### src/rtl/traffic_pkg.sv
// Shared encodings for the traffic-light controller and its lamp monitor:
// phase codes, lamp codes and the default timer loads.
package traffic_pkg;

  typedef enum logic [1:0] {
    PH_IDLE   = 2'd0,
    PH_GREEN  = 2'd1,
    PH_YELLOW = 2'd2,
    PH_RED    = 2'd3
  } phase_t;

  // Lamp codes as {green, yellow, red}
  localparam logic [2:0] LAMP_DARK   = 3'b000;
  localparam logic [2:0] LAMP_GREEN  = 3'b100;
  localparam logic [2:0] LAMP_YELLOW = 3'b010;
  localparam logic [2:0] LAMP_RED    = 3'b001;

  // Controller timer loads; a load of N yields N+1 pulse_1s samples
  localparam int GREEN_LOAD  = 10;
  localparam int YELLOW_LOAD = 5;
  localparam int RED_LOAD    = 15;

  function automatic logic lamp_is_legal(input logic [2:0] lamp);
    case (lamp)
      LAMP_DARK, LAMP_GREEN, LAMP_YELLOW, LAMP_RED: return 1'b1;
      default: return 1'b0;
    endcase
  endfunction

  // Dark maps to RED: a dark lamp is only ever legal as part of a red flash
  function automatic phase_t lamp_phase(input logic [2:0] lamp);
    case (lamp)
      LAMP_GREEN:  return PH_GREEN;
      LAMP_YELLOW: return PH_YELLOW;
      default:     return PH_RED;
    endcase
  endfunction

endpackage

### src/rtl/sat_counter.sv
// Saturating up-counter with clear and load-to-one; load wins over clear so a
// same-cycle event survives a clear request.
module sat_counter #(
  parameter int W = 8
) (
  input  logic         clk,
  input  logic         reset,
  input  logic         clr,
  input  logic         load_one,
  input  logic         inc,
  output logic [W-1:0] count
);

  localparam logic [W-1:0] MAX_VAL = {W{1'b1}};
  localparam logic [W-1:0] ONE_VAL = {{(W-1){1'b0}}, 1'b1};

  // Counter register
  always_ff @(posedge clk) begin
    if (reset) begin
      count <= {W{1'b0}};
    end else if (load_one) begin
      count <= ONE_VAL;
    end else if (clr) begin
      count <= {W{1'b0}};
    end else if (inc && (count != MAX_VAL)) begin
      count <= count + ONE_VAL;
    end
  end

endmodule

### src/rtl/traffic_light_monitor.sv
// Lamp-interface checker: once per pulse_1s it tracks the observed phase and
// flags multi-lamp, out-of-order and wrong-dwell behaviour.
module traffic_light_monitor
  import traffic_pkg::*;
#(
  parameter int GREEN_PULSES  = GREEN_LOAD + 1,
  parameter int YELLOW_PULSES = YELLOW_LOAD + 1,
  parameter int RED_PULSES    = RED_LOAD + 1,
  parameter int CNT_W         = 8
) (
  input  logic             clk,
  input  logic             reset,
  input  logic             pulse_1s,
  input  logic             light_green,
  input  logic             light_yellow,
  input  logic             light_red,
  input  logic             nmi_emergency_vehicle,
  input  logic             nmi_power_outage,
  input  logic             err_clr,
  output logic [1:0]       mon_phase,
  output logic             err_multi_lamp,
  output logic             err_sequence,
  output logic             err_dwell,
  output logic             err_any,
  output logic [CNT_W-1:0] err_count
);

  localparam logic [CNT_W-1:0] G_LIM = CNT_W'(GREEN_PULSES);
  localparam logic [CNT_W-1:0] Y_LIM = CNT_W'(YELLOW_PULSES);
  localparam logic [CNT_W-1:0] R_LIM = CNT_W'(RED_PULSES);

  logic [2:0]       lamp_s;
  phase_t           lamp_ph_s;
  phase_t           phase_r;
  phase_t           phase_nxt_s;
  logic             first_phase_r;
  logic             first_nxt_s;
  logic             emg_seen_r;
  logic             emg_nxt_s;
  logic             outage_d_r;
  logic [CNT_W-1:0] dwell_r;
  logic             dwell_clr_s;
  logic             dwell_load_s;
  logic             dwell_inc_s;
  logic             det_multi_s;
  logic             det_seq_s;
  logic             det_dwell_s;
  logic             det_any_s;
  logic             multi_nxt_s;
  logic             seq_nxt_s;
  logic             dwell_err_nxt_s;

  assign lamp_s    = {light_green, light_yellow, light_red};
  assign lamp_ph_s = lamp_phase(lamp_s);
  assign mon_phase = phase_r;

  // Phase tracking, dwell control and per-sample error detection
  always_comb begin
    phase_nxt_s  = phase_r;
    first_nxt_s  = first_phase_r;
    det_multi_s  = 1'b0;
    det_seq_s    = 1'b0;
    det_dwell_s  = 1'b0;
    dwell_clr_s  = 1'b0;
    dwell_load_s = 1'b0;
    dwell_inc_s  = 1'b0;
    if (!pulse_1s) begin
      phase_nxt_s = phase_r;
    end else if (!lamp_is_legal(lamp_s)) begin
      det_multi_s = 1'b1;
      phase_nxt_s = PH_IDLE;
      first_nxt_s = 1'b1;
      dwell_clr_s = 1'b1;
    end else begin
      case (phase_r)
        PH_IDLE: begin
          if (lamp_s != LAMP_DARK) begin
            phase_nxt_s  = lamp_ph_s;
            first_nxt_s  = 1'b1;
            dwell_load_s = 1'b1;
          end else begin
            phase_nxt_s = PH_IDLE;
          end
        end
        PH_GREEN: begin
          case (lamp_s)
            LAMP_GREEN: begin
              dwell_inc_s = 1'b1;
              det_dwell_s = (dwell_r == G_LIM);
            end
            LAMP_YELLOW: begin
              // An emergency excuses a short green, never a long one
              det_dwell_s  = !first_phase_r &&
                             (emg_seen_r ? (dwell_r > G_LIM) : (dwell_r != G_LIM));
              phase_nxt_s  = PH_YELLOW;
              first_nxt_s  = 1'b0;
              dwell_load_s = 1'b1;
            end
            default: begin
              det_seq_s    = 1'b1;
              phase_nxt_s  = lamp_ph_s;
              first_nxt_s  = 1'b1;
              dwell_load_s = 1'b1;
            end
          endcase
        end
        PH_YELLOW: begin
          case (lamp_s)
            LAMP_YELLOW: begin
              dwell_inc_s = 1'b1;
              det_dwell_s = (dwell_r == Y_LIM);
            end
            LAMP_RED: begin
              det_dwell_s  = !first_phase_r && (dwell_r != Y_LIM);
              phase_nxt_s  = PH_RED;
              first_nxt_s  = 1'b0;
              dwell_load_s = 1'b1;
            end
            default: begin
              det_seq_s    = 1'b1;
              phase_nxt_s  = lamp_ph_s;
              first_nxt_s  = 1'b1;
              dwell_load_s = 1'b1;
            end
          endcase
        end
        PH_RED: begin
          case (lamp_s)
            LAMP_RED: begin
              dwell_inc_s = 1'b1;
            end
            LAMP_DARK: begin
              dwell_inc_s = 1'b1;
              det_seq_s   = !(nmi_power_outage || outage_d_r);
            end
            LAMP_GREEN: begin
              det_dwell_s  = !first_phase_r && (dwell_r < R_LIM);
              phase_nxt_s  = PH_GREEN;
              first_nxt_s  = 1'b0;
              dwell_load_s = 1'b1;
            end
            default: begin
              det_seq_s    = 1'b1;
              phase_nxt_s  = lamp_ph_s;
              first_nxt_s  = 1'b1;
              dwell_load_s = 1'b1;
            end
          endcase
        end
        default: begin
          phase_nxt_s = PH_IDLE;
          first_nxt_s = 1'b1;
        end
      endcase
    end
  end

  // emg_seen restarts on green entry and accumulates while green is held
  assign emg_nxt_s = (pulse_1s && (phase_nxt_s == PH_GREEN)) ?
                     (((phase_r == PH_GREEN) ? emg_seen_r : 1'b0) | nmi_emergency_vehicle) :
                     emg_seen_r;

  assign det_any_s       = det_multi_s | det_seq_s | det_dwell_s;
  assign multi_nxt_s     = det_multi_s | (err_multi_lamp & ~err_clr);
  assign seq_nxt_s       = det_seq_s   | (err_sequence   & ~err_clr);
  assign dwell_err_nxt_s = det_dwell_s | (err_dwell      & ~err_clr);

  // Phase-tracking state
  always_ff @(posedge clk) begin
    if (reset) begin
      phase_r       <= PH_IDLE;
      first_phase_r <= 1'b1;
      emg_seen_r    <= 1'b0;
      outage_d_r    <= 1'b0;
    end else begin
      phase_r       <= phase_nxt_s;
      first_phase_r <= first_nxt_s;
      emg_seen_r    <= emg_nxt_s;
      outage_d_r    <= pulse_1s ? nmi_power_outage : outage_d_r;
    end
  end

  // Sticky fault flags
  always_ff @(posedge clk) begin
    if (reset) begin
      err_multi_lamp <= 1'b0;
      err_sequence   <= 1'b0;
      err_dwell      <= 1'b0;
      err_any        <= 1'b0;
    end else begin
      err_multi_lamp <= multi_nxt_s;
      err_sequence   <= seq_nxt_s;
      err_dwell      <= dwell_err_nxt_s;
      err_any        <= multi_nxt_s | seq_nxt_s | dwell_err_nxt_s;
    end
  end

  sat_counter #(.W(CNT_W)) u_dwell_cnt (
    .clk      (clk),
    .reset    (reset),
    .clr      (dwell_clr_s),
    .load_one (dwell_load_s),
    .inc      (dwell_inc_s),
    .count    (dwell_r)
  );

  sat_counter #(.W(CNT_W)) u_err_cnt (
    .clk      (clk),
    .reset    (reset),
    .clr      (err_clr),
    .load_one (err_clr & det_any_s),
    .inc      (det_any_s),
    .count    (err_count)
  );

endmodule
### config.mk
export PLATFORM = sky130hd
export DESIGN_NAME = traffic_light_monitor
export DESIGN_NICKNAME = d
export VERILOG_FILES = /design/src/rtl/traffic_pkg.sv /design/src/rtl/sat_counter.sv /design/src/rtl/traffic_light_monitor.sv
export SDC_FILE = /design/constraint.sdc
export NUM_CORES = 1
export LEC_CHECK = 0
export CAP_MARGIN = 30
export CORE_MARGIN = 5
export CORE_UTILIZATION = 59
export CTS_CLUSTER_DIAMETER = 50
export CTS_CLUSTER_SIZE = 10
export DETAILED_ROUTE_END_ITERATION = 8
export PLACE_DENSITY = 0.85
export SLEW_MARGIN = 20
export SYNTH_ARGS = -nofsm -noshare
export SYNTH_HDL_FRONTEND = slang
export SYNTH_HIERARCHICAL = 1
export SYNTH_SLANG_ARGS = --single-unit
### constraint.sdc
create_clock -name clk -period 5.9 [get_ports clk]
set_input_delay 0.59 -clock clk [delete_from_list [all_inputs] [get_ports clk]]
set_output_delay 0.59 -clock clk [all_outputs]
set_load 0.01 [all_outputs]
==> impl_metrics.toml <==
[synth]
yosysMostFrequentCell = "dfxtp_1"
synthFlopType = "dfxtp_1"
synth_top_cell_area_share = 0.2876
synth_top_area_cell = "dfxtp_1"
synth_commonest_cells = "25 x dfxtp_1, 21 x nand2_1, 14 x nand3_1"
ys_seq_elements = 25
yosys.cell_types.count = 56
syn_avg_cell_area_sq_um = 8.790
synth_cells = 198
synth_edf_count = 0
ys_async_sr_fraction = 0
syn_area_sq_mm = 0.001740
ys_top_cells_by_area = "dfxtp_1 29%, nand2_1 4.5%, a211oi_2 4.3%"
synthesis.nets = 209
yosysWarnings = 6
synth_seq_area_share = 0.2876

[min_path]
hold_path.class = "flop to flop"
min_path_cells = 2
min_from = "emg_seen_r"

[route]
drc = 0
vias = 1617
drt_first_pass_iters = 5
routed_wl_um = 4048
drtIter0Drc = 143
avgViaCountPerCell = 6.573
wire_per_inst_um = 16.46
ant_nets = 0

[critical_path]
reg2reg_from = "mon_phase[1]"
r2r_setup_slack_ns = 3.40
path_delay_family = "compound AO/OA/AOI/OAI gates"
path_cells = "clkdlybuf4s50_1 -> nor2_1 -> a22oi_1 -> nor2_1 -> o31ai_2 -> a21oi_1 -> nor3_2 -> o311ai_2 -> o41ai_2"
crit_type = "primary input to flop"
setup.worst_path.start_class = "primary input"
timing.critical_path.buf_inv = 1
crit_top_cell = "nor2_1"
r2r_cells = 8
slowest_stage = "clkdlybuf4s50_1"
crit_path_max_incr_delay_ns = 0.76
arrival_ns = 3.15
crit_start = "light_green"
cp_num_cells = 9
crit_path_end_kind = "flop"
cp.required_ns = 6.13
worst-path-max-fanout = 13

[clock_tree]
ctsLongestPathBuffers = 2
clock_sinks = 25
cts_tree = "built"
cts_hold_buffers = 0
clock_latency_ns = 0.32
cts_made_buffers = 3
cts_setup_buffers = 0
clk_pin_slew_ns = 0.15
root_buffer = "clkbuf_4"
post_cts_resized = 0
htree_levels = 1

[floorplanning]
die_h_um = 64.31
core_sq_mm = 0.002781
core.rowCount = 19
initial_core_util = 0.6257
die_area_sq_mm = 0.004136
pin_count = 23
die_w_um = 64.31

[finish]
nets = 227
stdcell_area_sq_mm = 0.001954
instances_no_fill = 246
area_delta_synth_final_pct = 12.29
fillers = 233
antenna_cells = 0
drive_gt1_frac = 0.1628

[grt]
track_usage = 0.1961
grt_pass1_vias = 1417
grt_max_degree = 22
overflow = 0
antenna_found_initial = 0
grt_first_pass_wirelength_um = 6831

[sta]
slew_headroom = 0.4649
fin_tns_setup_ns = 0
min_period_ns = 2.921
fmax_mhz = 342.4
slew_viol_final = 0
rsz0062_at_grt = "no"
fin_crit_sh = 0.4951
worst_slew_pin_slew_ns = 0.8001
final-setup-viol-count = 0
fin_skew_ns = 0.009403
hold_viol_final = 0

[placement]
dpl-instance-area_sq_mm = 0.001927
dp_hpwl_um = 2929
place_inst = 242
io_buffers = 22
gp_congestion = 0.8684

[power]
power.density_mw_per_mm2 = 160.4
ir_drop_uv = 152.2
total_leakage_power_nw = 0.6591

[outcome]
status = "finished, final reports clean"

[run]
maxCapViolCount = 0
-- final timing paths --
path                             end
hold / removal            emg_seen_r
setup reg to reg  u_err_cnt/count[6]
hold reg to reg           emg_seen_r
setup / recovery  u_err_cnt/count[6]
-- metal layers --
| metal | vias up | share of wire | global-route usage |
|---|---|---|---|
| met2 | 67 | 0.46 | 0.3097 |
| li1 | 800 | - | - |
| met1 | 746 | 0.45 | 0.2819 |
| met5 | - | 0 | 0 |
| met3 | 4 | 0.078 | 0.02277 |
| met4 | 0 | 0.0084 | 0.04835 |
-- registers in the layout (all words and copies together) (netlist names) --
register / flops
emg_seen_r: 1
err_any: 1
err_dwell: 1
err_multi_lamp: 1
err_sequence: 1
first_phase_r: 1
mon_phase: 2
outage_d_r: 1
u_dwell_cnt/count: 8
u_err_cnt/count: 8
-- layout by cell type (no fill, tap or decap), types with 4 or more instances in the layout --
cell / netlist / layout
nand4_1: 8 / 8
nand2b_1: 5 / 5
o21ai_0: 6 / 6
a211oi_2: 6 / 6
clkdlybuf4s50_1: 0 / 22
a21oi_1: 13 / 13
nand2_1: 21 / 21
mux2i_1: 7 / 7
o21ai_1: 4 / 4
inv_1: 5 / 5
nand3_1: 14 / 14
nor4b_1: 4 / 4
dfxtp_1: 25 / 25
nor2_1: 7 / 7
nor3_1: 4 / 4
nor2b_1: 5 / 5
a21oi_2: 4 / 4
-- where the power goes --
| group | leakage (nW) | switching, mW | internal, mW |
|---|---|---|---|
| registers | 0.203 | 0.00740 | 0.173 |
| clock network | 0.0177 | 0.0529 | 0.0253 |
| logic | 0.438 | 0.0305 | 0.0240 |
-- metrics by stage --
step           worst slack (ns)  power, mW  hold WS [ns]    util
2_1_floorplan             3.634     0.2189        0.4315       -
3_3_place_gp              2.847     0.2353        0.4546  0.6928
3_5_place_dp              2.706     0.2380        0.4563  0.6928
4_1_cts                   3.045     0.3144        0.4759  0.7027
5_1_grt                   2.796     0.3295        0.5050  0.7027
6_report                  2.979     0.3135        0.4723  0.7027
-- worst min-delay path: stages (launching register included) --
cell     delay, ns
dfxtp_1       0.34
nand2_1       0.05
a21oi_1       0.05
-- final cells by class --
type                       instances  area (sq um)  area share
multi-input combinational        159          1149      0.5877
sequential                        25         500.5      0.2561
timing repair buffer              22         220.2      0.1127
tap                               31         38.79     0.01985
clock buffer                       3         22.52     0.01152
inverter                           5         18.77    0.009603
clock inverter                     1         5.005    0.002561
-- cell families (layout without fill, tap and decap cells) --
| kind of cell | after synthesis | after routing | synth area share |
|---|---|---|---|
| flip-flops | 25 | 25 | 0.2876 |
| AND/OR/NAND/NOR | 92 | 92 | 0.3300 |
| AO/OA/AOI/OAI | 57 | 57 | 0.2696 |
| buffers and inverters | 14 | 31 | 0.05247 |
| multiplexers | 7 | 7 | 0.04026 |
| adder cells (fa/ha/maj) | 3 | 3 | 0.02013 |
(Power assumes the default switching activity.)
